**config.mk**
```make
export PLATFORM = sky130hd
export DESIGN_NAME = eprisc_intctl_flat
export DESIGN_NICKNAME = d
export VERILOG_FILES = /design/src/rtl/eprisc_intctl_if.sv /design/src/rtl/eprisc_intctl.sv /design/src/flat_wrapper.sv
export SDC_FILE = /design/constraint.sdc
export NUM_CORES = 1
export LEC_CHECK = 0
export ABC_AREA = 1
export ABC_CLOCK_PERIOD_IN_PS = 3880
export CORE_MARGIN = 3
export CORE_UTILIZATION = 40
export CTS_BUF_LIST = sky130_fd_sc_hd__clkbuf_8 sky130_fd_sc_hd__clkbuf_16
export DETAILED_ROUTE_END_ITERATION = 8
export HOLD_SLACK_MARGIN = 0.03
export PLACE_DENSITY = 0.76
export SLEW_MARGIN = 20
export SYNTH_ARGS = -nofsm -noshare
export SYNTH_HDL_FRONTEND = slang
export SYNTH_SLANG_ARGS = --single-unit
```
**constraint.sdc**
```tcl
create_clock -name iClk -period 3.88 [get_ports iClk]
set_clock_uncertainty 0.15 [all_clocks]
set_input_delay 0.776 -clock iClk [delete_from_list [all_inputs] [get_ports iClk]]
set_output_delay 0.776 -clock iClk [all_outputs]
set_load 0.005 [all_outputs]
```
**src/rtl/eprisc_intctl_if.sv**
```systemverilog
//------------------------------------------------------------------------------
// eprisc_intctl_if: system-bus register port of the epRISC interrupt controller | rev 1.0
//------------------------------------------------------------------------------
`default_nettype none

interface eprisc_intctl_if;
  logic [31:0] iAddr;
  logic [31:0] iDataIn;
  logic [31:0] oDataOut;
  logic        iWrite;
  logic        iRead;
  logic        oSel;

  modport master (
    output iAddr, iDataIn, iWrite, iRead,
    input  oDataOut, oSel
  );

  modport slave (
    input  iAddr, iDataIn, iWrite, iRead,
    output oDataOut, oSel
  );
endinterface

`default_nettype wire

```
**src/rtl/eprisc_intctl.sv**
```systemverilog
//------------------------------------------------------------------------------
// eprisc_intctl: N-source + NMI prioritising interrupt controller for the epRISC core | rev 1.0
//------------------------------------------------------------------------------
`default_nettype none

module eprisc_intctl #(
  parameter int          N_SOURCES = 8,
  parameter logic [31:0] BASE_ADDR = 32'hFFFF_FF00
) (
  input  logic                 iClk,
  input  logic                 iRst,
  input  logic [N_SOURCES-1:0] iIrq,
  input  logic                 iNmi,
  eprisc_intctl_if.slave       bus,
  output logic                 oMaskInt,
  output logic                 oNonMaskInt
);

  typedef enum logic [1:0] {
    S_IDLE      = 2'd0,
    S_ASSERT    = 2'd1,
    S_INSERVICE = 2'd2
  } state_e;

  state_e               state_q;
  logic [N_SOURCES-1:0] irq_s1_q, irq_s2_q, irq_s3_q;
  logic [N_SOURCES-1:0] pending_q, pending_d;
  logic [N_SOURCES-1:0] enable_q, mode_q;
  logic                 nmi_s1_q, nmi_s2_q, nmi_s3_q;
  logic                 nmi_q, nmi_d;
  logic [4:0]           vector_q;
  logic                 mask_int_q;

  logic [31:0]          offset;
  logic [31:0]          rdata;
  logic                 sel;
  logic                 rd_vec, wr_pend, wr_en, wr_mode, wr_eoi, wr_nmi;
  logic                 ack, any_req;
  logic [N_SOURCES-1:0] req, irq_edge, ack_mask, clr_mask;
  logic [4:0]           winner;
  logic                 unused_data;

  // Unsigned offset makes addresses below BASE_ADDR wrap high and miss the map.
  assign offset  = bus.iAddr - BASE_ADDR;
  assign sel     = (offset < 32'd6);
  assign rd_vec  = sel && bus.iRead  && (offset[2:0] == 3'd0);
  assign wr_pend = sel && bus.iWrite && (offset[2:0] == 3'd1);
  assign wr_en   = sel && bus.iWrite && (offset[2:0] == 3'd2);
  assign wr_mode = sel && bus.iWrite && (offset[2:0] == 3'd3);
  assign wr_eoi  = sel && bus.iWrite && (offset[2:0] == 3'd4);
  assign wr_nmi  = sel && bus.iWrite && (offset[2:0] == 3'd5);
  assign unused_data = ^bus.iDataIn;

  assign req      = pending_q & enable_q;
  assign any_req  = |req;
  assign ack      = (state_q == S_ASSERT) && rd_vec;
  assign irq_edge = irq_s2_q & ~irq_s3_q;

  always_comb begin
    winner = '0;
    for (int i = N_SOURCES - 1; i >= 0; i--) begin
      if (req[i]) winner = 5'(i);
    end
  end

  always_comb begin
    ack_mask = '0;
    for (int i = 0; i < N_SOURCES; i++) begin
      ack_mask[i] = ack && (vector_q == 5'(i));
    end
  end

  // Clears are applied before sets so a fresh edge always survives a W1C or an ack.
  assign clr_mask  = (wr_pend ? bus.iDataIn[N_SOURCES-1:0] : '0) | ack_mask;
  assign pending_d = (mode_q & ((pending_q & ~clr_mask) | irq_edge)) | (~mode_q & irq_s2_q);
  assign nmi_d     = (nmi_q & ~(wr_nmi && bus.iDataIn[0])) | (nmi_s2_q & ~nmi_s3_q);

  always_comb begin
    rdata = '0;
    if (sel) begin
      case (offset[2:0])
        3'd0:    rdata = {state_q == S_INSERVICE, state_q == S_ASSERT, 25'd0, vector_q};
        3'd1:    rdata = 32'(pending_q);
        3'd2:    rdata = 32'(enable_q);
        3'd3:    rdata = 32'(mode_q);
        3'd5:    rdata = {31'd0, nmi_q};
        default: rdata = '0;
      endcase
    end
  end

  assign bus.oDataOut = rdata;
  assign bus.oSel     = sel;
  assign oMaskInt     = mask_int_q;
  assign oNonMaskInt  = nmi_q;

  always_ff @(posedge iClk) begin
    if (iRst) begin
      irq_s1_q  <= '0;
      irq_s2_q  <= '0;
      irq_s3_q  <= '0;
      nmi_s1_q  <= 1'b0;
      nmi_s2_q  <= 1'b0;
      nmi_s3_q  <= 1'b0;
      nmi_q     <= 1'b0;
      pending_q <= '0;
      enable_q  <= '0;
      mode_q    <= '0;
    end else begin
      irq_s1_q  <= iIrq;
      irq_s2_q  <= irq_s1_q;
      irq_s3_q  <= irq_s2_q;
      nmi_s1_q  <= iNmi;
      nmi_s2_q  <= nmi_s1_q;
      nmi_s3_q  <= nmi_s2_q;
      nmi_q     <= nmi_d;
      pending_q <= pending_d;
      if (wr_en)   enable_q <= bus.iDataIn[N_SOURCES-1:0];
      if (wr_mode) mode_q   <= bus.iDataIn[N_SOURCES-1:0];
    end
  end

  // On ack the vector is frozen at the value the core just read.
  always_ff @(posedge iClk) begin
    if (iRst) begin
      state_q    <= S_IDLE;
      mask_int_q <= 1'b0;
      vector_q   <= '0;
    end else begin
      case (state_q)
        S_IDLE: begin
          if (any_req) begin
            state_q    <= S_ASSERT;
            mask_int_q <= 1'b1;
            vector_q   <= winner;
          end
        end
        S_ASSERT: begin
          if (ack) begin
            state_q    <= S_INSERVICE;
            mask_int_q <= 1'b0;
          end else if (!any_req) begin
            state_q    <= S_IDLE;
            mask_int_q <= 1'b0;
          end else begin
            vector_q   <= winner;
          end
        end
        S_INSERVICE: begin
          if (wr_eoi) state_q <= S_IDLE;
        end
        default: begin
          state_q    <= S_IDLE;
          mask_int_q <= 1'b0;
        end
      endcase
    end
  end

endmodule

`default_nettype wire
```
**src/flat_wrapper.sv**
```systemverilog
// flat-port wrapper written by rule: the top's interface ports become plain ports
module eprisc_intctl_flat 
#(
  parameter int          N_SOURCES = 8,
  parameter logic [31:0] BASE_ADDR = 32'hFFFF_FF00
)
  (iClk, iRst, iIrq, iNmi, oMaskInt, oNonMaskInt, bus_iAddr, bus_iDataIn, bus_iWrite, bus_iRead, bus_oDataOut, bus_oSel);
  eprisc_intctl_if bus_i ();
  input  logic iClk;
  input  logic iRst;
  input  logic [N_SOURCES-1:0] iIrq;
  input  logic iNmi;
  output logic oMaskInt;
  output logic oNonMaskInt;
  input wire logic [$bits(bus_i.iAddr)-1:0] bus_iAddr;
  input wire logic [$bits(bus_i.iDataIn)-1:0] bus_iDataIn;
  input wire logic [$bits(bus_i.iWrite)-1:0] bus_iWrite;
  input wire logic [$bits(bus_i.iRead)-1:0] bus_iRead;
  output wire logic [$bits(bus_i.oDataOut)-1:0] bus_oDataOut;
  output wire logic [$bits(bus_i.oSel)-1:0] bus_oSel;
  assign bus_i.iAddr = bus_iAddr;
  assign bus_i.iDataIn = bus_iDataIn;
  assign bus_i.iWrite = bus_iWrite;
  assign bus_i.iRead = bus_iRead;
  assign bus_oDataOut = bus_i.oDataOut;
  assign bus_oSel = bus_i.oSel;
  eprisc_intctl #(.N_SOURCES(N_SOURCES), .BASE_ADDR(BASE_ADDR)) u_core (.iClk(iClk), .iRst(iRst), .iIrq(iIrq), .iNmi(iNmi), .bus(bus_i), .oMaskInt(oMaskInt), .oNonMaskInt(oNonMaskInt));
endmodule
```
==> results of run 1 <==
routing by layer:
metal,wire length [microns],share of wire
met5,0,0
met1,4680,0.42
met4,284,0.025
met2,5670,0.50
met3,602,0.054
path summary, 6_finish.rpt:
path / from / endpoint / slack [ns] / depth (start not counted)
worst min register to register: u_core.irq_s1_q[1] / u_core.irq_s2_q[1] / 0.26 / 2
worst min-delay path: u_core.irq_s1_q[1] / u_core.irq_s2_q[1] / 0.26 / 2
worst max-delay path: bus_iAddr[29] / bus_oDataOut[1] / 0.12 / 13
worst max register to register: u_core.pending_q[3] / u_core.vector_q[1] / 2.00 / 10
power groups by stage:
stage	Combinational (W)	Clock [W]	Sequential [W]
floorplan	0.0000910	0	0.000626
global placement	0.000209	0	0.000627
detailed placement	0.000212	0	0.000628
CTS	0.000217	0.000569	0.000614
global route	0.000245	0.000595	0.000615
finish	0.000223	0.000560	0.000614
stage by stage:
step / setup WS [ns] / hold WS (ns) / cell area, sq um
detailed placement: -0.573 / 0.245 / 4950
finish: 0.124 / 0.256 / 5280
global placement: -0.582 / 0.239 / 4950
floorplan: 0.777 / 0.238 / 3790
CTS: 0.00607 / 0.261 / 5240
global route: -0.00876 / 0.267 / 5280
Yosys cell counts (7+ instances only):
cell type,n
o21ai_1,11
nand2_2,8
nand3_1,31
nor2_1,95
nor3_1,26
buf_4,23
a21oi_1,12
nand4_1,22
inv_1,96
nand2_1,163
dfxtp_1,58
a31oi_1,7
repair_timing:
| item | 4_1_cts | 5_1_grt |
|---|---|---|
| endpoints found under the setup margin | 11 | 11 |
| pin swaps | 12 | 13 |
| gates resized for setup | 54 | 33 |
| setup buffers | 2 | 3 |
| hold buffers | 0 | 0 |
critical path, stage by stage:
cell and delay, ns:
clkdlybuf4s50_1 0.53, nand3_1 0.09, nor2_1 0.14, nand2_1 0.07
nand2_1 0.08, nand3_1 0.09, nor2_1 0.12, nand2_1 0.08
nor2_2 0.11, and3_4 0.21, o21ai_4 0.12, a21oi_2 0.16
dlygate4sd2_1 0.25
registers in the layout, summed over array words and instances (netlist names):
signal              count
u_core.irq_s1_q         8
u_core.enable_q         8
u_core.vector_q         3
u_core.nmi_s2_q         1
u_core.pending_q        8
u_core.nmi_s1_q         1
u_core.irq_s3_q         8
u_core.irq_s2_q         8
u_core.state_q          2
u_core.oNonMaskInt      1
u_core.oMaskInt         1
u_core.mode_q           8
u_core.nmi_s3_q         1
final cells by class:
cell class | count | area share
clock buffer | 9 | 0.0234
clock inverter | 7 | 0.0149
multi-input combinational | 438 | 0.407
timing repair buffer | 152 | 0.237
sequential | 58 | 0.220
inverter | 102 | 0.0725
tap | 108 | 0.0256
cells by family (layout without fill, tap and decap cells):
logic type / count (synthesis) / after routing
buffers and inverters: 136 / 270
DFF: 58 / 58
other: 1 / 22
and+or+nand+nor: 369 / 369
xor gates and xnor gates: 3 / 3
AOI/OAI and AO/OA: 44 / 44
==> run_results.csv, run 1 <==
group,metric,value,unit
outcome,outcome,"finished, final reports clean",
cells_and_area,num-fill-cells,818,
worst_hold_path,hold_class,"flip-flop to flip-flop",
grt,grt_busiest_layer,"met2",
grt,grt_use_total,0.222,
placed_design,dp.cells,853,
synth,synth_cells,611,
setup_path,crit_type,"input pin to primary output",
synth,yosysWarnings,0,
clock_tree,clock-sinks,58,
grt,grtUsageMet2,0.397,
cells_and_area,antennaDiodeCount,0,
synth,ys_seq_elements,58,
clock_tree,htreeDepth,3,
synth,synth_top_area_frac,0.313,
sta,slew_headroom,0.548,
grt,grt_max_degree,40,
power,power-per-cell-area,264,mW/mm^2
die,coreArea,0.00885,sq mm
flow_run,drv_cap,0,
die,rows,34,
sta,clock.fmax,266,MHz
die,ios,112,
power,p_sw_frac,0.269,
synth,ys_seq_area_frac,0.313,
power,combPwrFrac,0.160,
synth,synthArstFlopShare,0,
clock_tree,clk_pin_slew_worst_paths,0.07,ns
cells_and_area,final_net_count,838,
power,p_switching,0.000376,W
clock_tree,cts_root_buf,"clkbuf_8",
power,p_int,0.00102,W
cells_and_area,multi_input_area,0.00215,sq mm
synth,synth_area_per_cell,6.07,sq um
sta,worst_pin_slew,0.676,ns
setup_path,cp-end-kind,"primary output",
setup_path,worst-path-max-fanout,8,
synth,synth_top_family_by_area,"simple AND/OR/NAND/NOR gates",
clock_tree,cts_made_buffers,9,
routing,route.vias.total,4220,
cells_and_area,layout.cells.most_common,"nand2_1",
die,dieArea,0.0105,sq mm
grt,grt_pass1_wl,18400,microns
routing,drt-total-wl,11200,microns
sta,finalMaxSlewViolations,0,
routing,vias_per_cell,4.83,
cells_and_area,postLayoutCoreUtil,0.597,
power,power_leakage,2.47,nW
cells_and_area,seq_area,0.00116,sq mm
power,sequentialPowerShare,0.440,
synth,synth_largest_area_cell,"dfxtp_1",
grt,antenna_found_initial,0,
synth,synth-simple-area-share,0.445,
setup_path,required,2.95,ns
setup_path,crit_arrival,2.83,ns
power,clkPwrFrac,0.401,
die,chipWidth,102,microns
synth,mappedNetlistArea,0.00371,sq mm
power,irDropWorstVdd,0.319,mV
cells_and_area,drive_gt1_frac,0.215,
grt,use_met1,0.263,
routing,postRouteAntennaNets,0,
cells_and_area,final_cell_mix,"nand2_1, inv_1, nor2_1, buf_4, dfxtp_1",
sta,fin_crit,3.76,ns
placed_design,place_congestion,0.918,
grt,overflow,0,
routing,drcViolationCount,0,
clock_tree,clockBufferDepth,2,
synth,synth_top_flop_cell,"dfxtp_1",
sta,finalHoldViolations,0,
power,finalPower,0.00140,W
placed_design,io_buffer_count,65,
synth,synth_xor_area_frac,0.00709,
synth,synthMuxAreaShare,0,
sta,setup_viol_count_final,0,
die,initial_core_util,0.419,
cells_and_area,instances_no_fill,874,
grt,grt_pass1_vias,4159,
synth,synth_compound_area_frac,0.0661,
cells_and_area,area_growth,42.5,%
routing,wire_per_inst,12.9,microns
synth,synth.area.top_cells,"dfxtp_1, nand2_1, inv_1, nor2_1, buf_4",
synth,post_synth_fa_ha_maj_area_fraction,0,
synth,synth_edf_count,0,
grt,grt.met3_usage,0.0355,
placed_design,place_hpwl,8720,microns
routing,drtIter0Drc,258,
synth,synth_cell_types,34,
die,chipHeight,102,microns
setup_path,startpoint_type,"input pin",
clock_tree,worstSkewPairLatency,0.35,ns
clock_tree,cts_tree,"built",
routing,dr.pass1.iters,5,
sta,period_share,0.968,
sta,setup_tns,0,ns
No activity file was read; power rests on OpenSTA's default activity.
==> run 2, diff against run 1 <==
ABC_AREA = default   (was 1)
PLACE_DENSITY = 0.78   (was 0.76)
==> run_results.csv, run 2 <==
group,metric,value,unit
sta,worst_pin_slew,0.739,ns
placed_design,place_hpwl,6940,microns
setup_path,worst-path-max-fanout,3,
setup_path,crit_type,"input pin to primary output",
routing,dr.pass1.iters,5,
sta,slew_headroom,0.505,
synth,synthMuxAreaShare,0.0540,
synth,ys_seq_elements,58,
cells_and_area,area_growth,41.6,%
cells_and_area,instances_no_fill,600,
setup_path,crit_top_cell,"buf_6",
routing,vias_per_cell,5.65,
setup_path,cp_slowest_cell,"or4_4",
synth,synth_area_per_cell,8.65,sq um
routing,route.vias.total,3388,
worst_hold_path,hold_depth,1,
die,chipWidth,96.1,microns
routing,drt-total-wl,10100,microns
die,ios,112,
clock_tree,worstSkewPairLatency,0.33,ns
sta,finalMaxSlewViolations,0,
clock_tree,cts_tree,"built",
clock_tree,clk_pin_slew_worst_paths,0.06,ns
setup_path,path_cells,"buf_6 > or4_4 > nor4_4 > a31oi_2 > or4_1 > or4_4 > buf_6 > buf_6 > nor3b_2 > buf_2",
synth,synth_largest_area_cell,"dfxtp_1",
grt,grt_use_total,0.217,
synth,synth_top_flop_cell,"dfxtp_1",
routing,wire_per_inst,16.9,microns
sta,fin_ws,-0.268,ns
synth,post_synth_fa_ha_maj_area_fraction,0,
synth,synth.area.top_cells,"dfxtp_1, nor2b_1, buf_4, a21oi_1, a22oi_1",
synth,synthArstFlopShare,0,
synth,synth_common_cells,"dfxtp_1, nand2_1, nor2b_1, a21oi_1, nand3_1",
synth,synth_top_area_frac,0.358,
clock_tree,hold_buffers,0,
die,dieArea,0.00923,sq mm
sta,setup_viol_count_final,11,
cells_and_area,multi_input_area,0.00199,sq mm
clock_tree,clockBufferDepth,2,
sta,finalHoldViolations,0,
die,initial_core_util,0.416,
synth,ys_seq_area_frac,0.358,
placed_design,dp.cells,565,
clock_tree,cts_root_buf,"clkbuf_8",
synth,synth_edf_count,0,
setup_path,cp_top_family,"simple AND/OR/NAND/NOR gates",
setup_path,cp-end-kind,"primary output",
clock_tree,clock-sinks,58,
routing,postRouteAntennaNets,0,
grt,antenna_found_initial,0,
die,rows,32,
cells_and_area,final_cell_mix,"dfxtp_1, buf_4, nor2b_1, nand2_1, clkdlybuf4s50_1",
cells_and_area,seq_area,0.00116,sq mm
setup_path,crit_arrival,3.22,ns
setup_path,required,2.95,ns
setup_path,startpoint_type,"input pin",
die,coreArea,0.00781,sq mm
cells_and_area,stdcell_area,0.00460,sq mm
placed_design,placed_area,0.00416,sq mm
setup_path,critical_path.max_stage_delay,0.54,ns
outcome,violations,"setup timing",
power,power_leakage,1.84,nW
setup_path,path_depth,10,
setup_path,timing.critical_path.buf_inv,4,
cells_and_area,antennaDiodeCount,0,
worst_hold_path,hold_class,"flip-flop to flip-flop",
routing,drtIter0Drc,300,
sta,hold_slack,0.287,ns
sta,rsz0062_at_grt,"true",
grt,grt_max_degree,43,
grt,grt_pass1_wl,15500,microns
synth,yosysMostFrequentCell,"dfxtp_1",
power,irDropWorstVdd,0.272,mV
flow_run,drv_cap,0,
cells_and_area,final_net_count,570,
power,power-per-cell-area,305,mW/mm^2
routing,drcViolationCount,0,
placed_design,place_congestion,0.896,
synth,mappedNetlistArea,0.00325,sq mm
synth,synth_compound_area_frac,0.231,
cells_and_area,drive_gt1_frac,0.277,
synth,synth_xor_area_frac,0.00270,
synth,yosysWarnings,0,
grt,grt_pass1_vias,3366,
synth,synth_top_family_by_area,"simple AND/OR/NAND/NOR gates",
sta,fin_crit,4.15,ns
synth,synth_cells,375,
cells_and_area,num-fill-cells,684,
clock_tree,htreeDepth,3,
placed_design,io_buffer_count,65,
synth,synth-simple-area-share,0.267,
clock_tree,cts_made_buffers,9,
synth,synth_cell_types,60,
die,chipHeight,96.1,microns
setup_path,reg2reg_depth,5,
outcome,outcome,"complete, but fails checks",
cells_and_area,layout.cells.most_common,"dfxtp_1",
sta,period_share,1.07,
sta,clock.fmax,241,MHz
power,finalPower,0.00140,W
sta,setup_tns,-2.48,ns
grt,overflow,0,
## run 2: changes by cell type in the layout (fill, tap and decap cells not counted), moves of 12 or more
cell	change
nor2_4	-12
nor3_1	-22
nand4_1	-18
inv_1	-88
buf_4	-39
buf_6	+13
nand2_2	-12
nand2_1	-126
nor2_1	-81
a22oi_1	+16
nor2b_1	+30
a21oi_1	+14
## run 2: power by group
part / switching [W] / internal, W / total (W)
sequential: 0.00000761 / 0.000609 / 0.000617
combinational: 0.0000747 / 0.0000803 / 0.000155
clock: 0.000238 / 0.000394 / 0.000632
## run 2: cell families (layout without fill, tap and decap cells)
family	Yosys count	after routing
buf+inv	46	148
mux	13	13
other cells	1	22
compound gates	109	109
flops	58	58
xor+xnor	1	1
simple gates	147	147
## run 2: per-stage QoR
step / utilization / setup WS (ns)
detailed placement: 0.533 / -0.935
global placement: 0.533 / -0.904
CTS: 0.585 / -0.275
floorplan: - / 0.0998
finish: 0.589 / -0.268
global route: 0.589 / -0.361
## run 2: routing by layer
| metal | track usage | share of wire |
|---|---|---|
| met1 | 0.250 | 0.39 |
| met2 | 0.382 | 0.50 |
| met5 | 0 | 0 |
| met3 | 0.0586 | 0.084 |
| met4 | 0.0818 | 0.023 |
## run 2: final timing paths
| kind | startpoint | end | slack (ns) |
|---|---|---|---|
| max | bus_iAddr[22] | bus_oDataOut[2] | -0.27 |
| min | u_core.nmi_s1_q | u_core.nmi_s2_q | 0.29 |
| max reg2reg | u_core.pending_q[6] | u_core.vector_q[1] | 2.10 |
| min reg2reg | u_core.nmi_s1_q | u_core.nmi_s2_q | 0.29 |
## run 2: cell type report
cell class	count	share of cell area
Tap cell	102	0.0278
Multi-Input combinational cell	292	0.434
Timing Repair Buffer	124	0.230
Inverter	8	0.00653
Clock inverter	5	0.0169
Clock buffer	11	0.0329
Sequential cell	58	0.253
## run 2: worst register-to-register path, stage by stage, from the launching register on
cell	delay [ns]
dfxtp_1	0.34
a22o_1	0.28
a221oi_1	0.36
a21oi_1	0.22
o21a_1	0.19
mux2i_1	0.12
## run 2: repair_timing
item	CTS	global route
cloned	0	0
buffers inserted	20	2
setup endpoints to repair	11	41
resized for setup	105	36
pin swaps	18	14
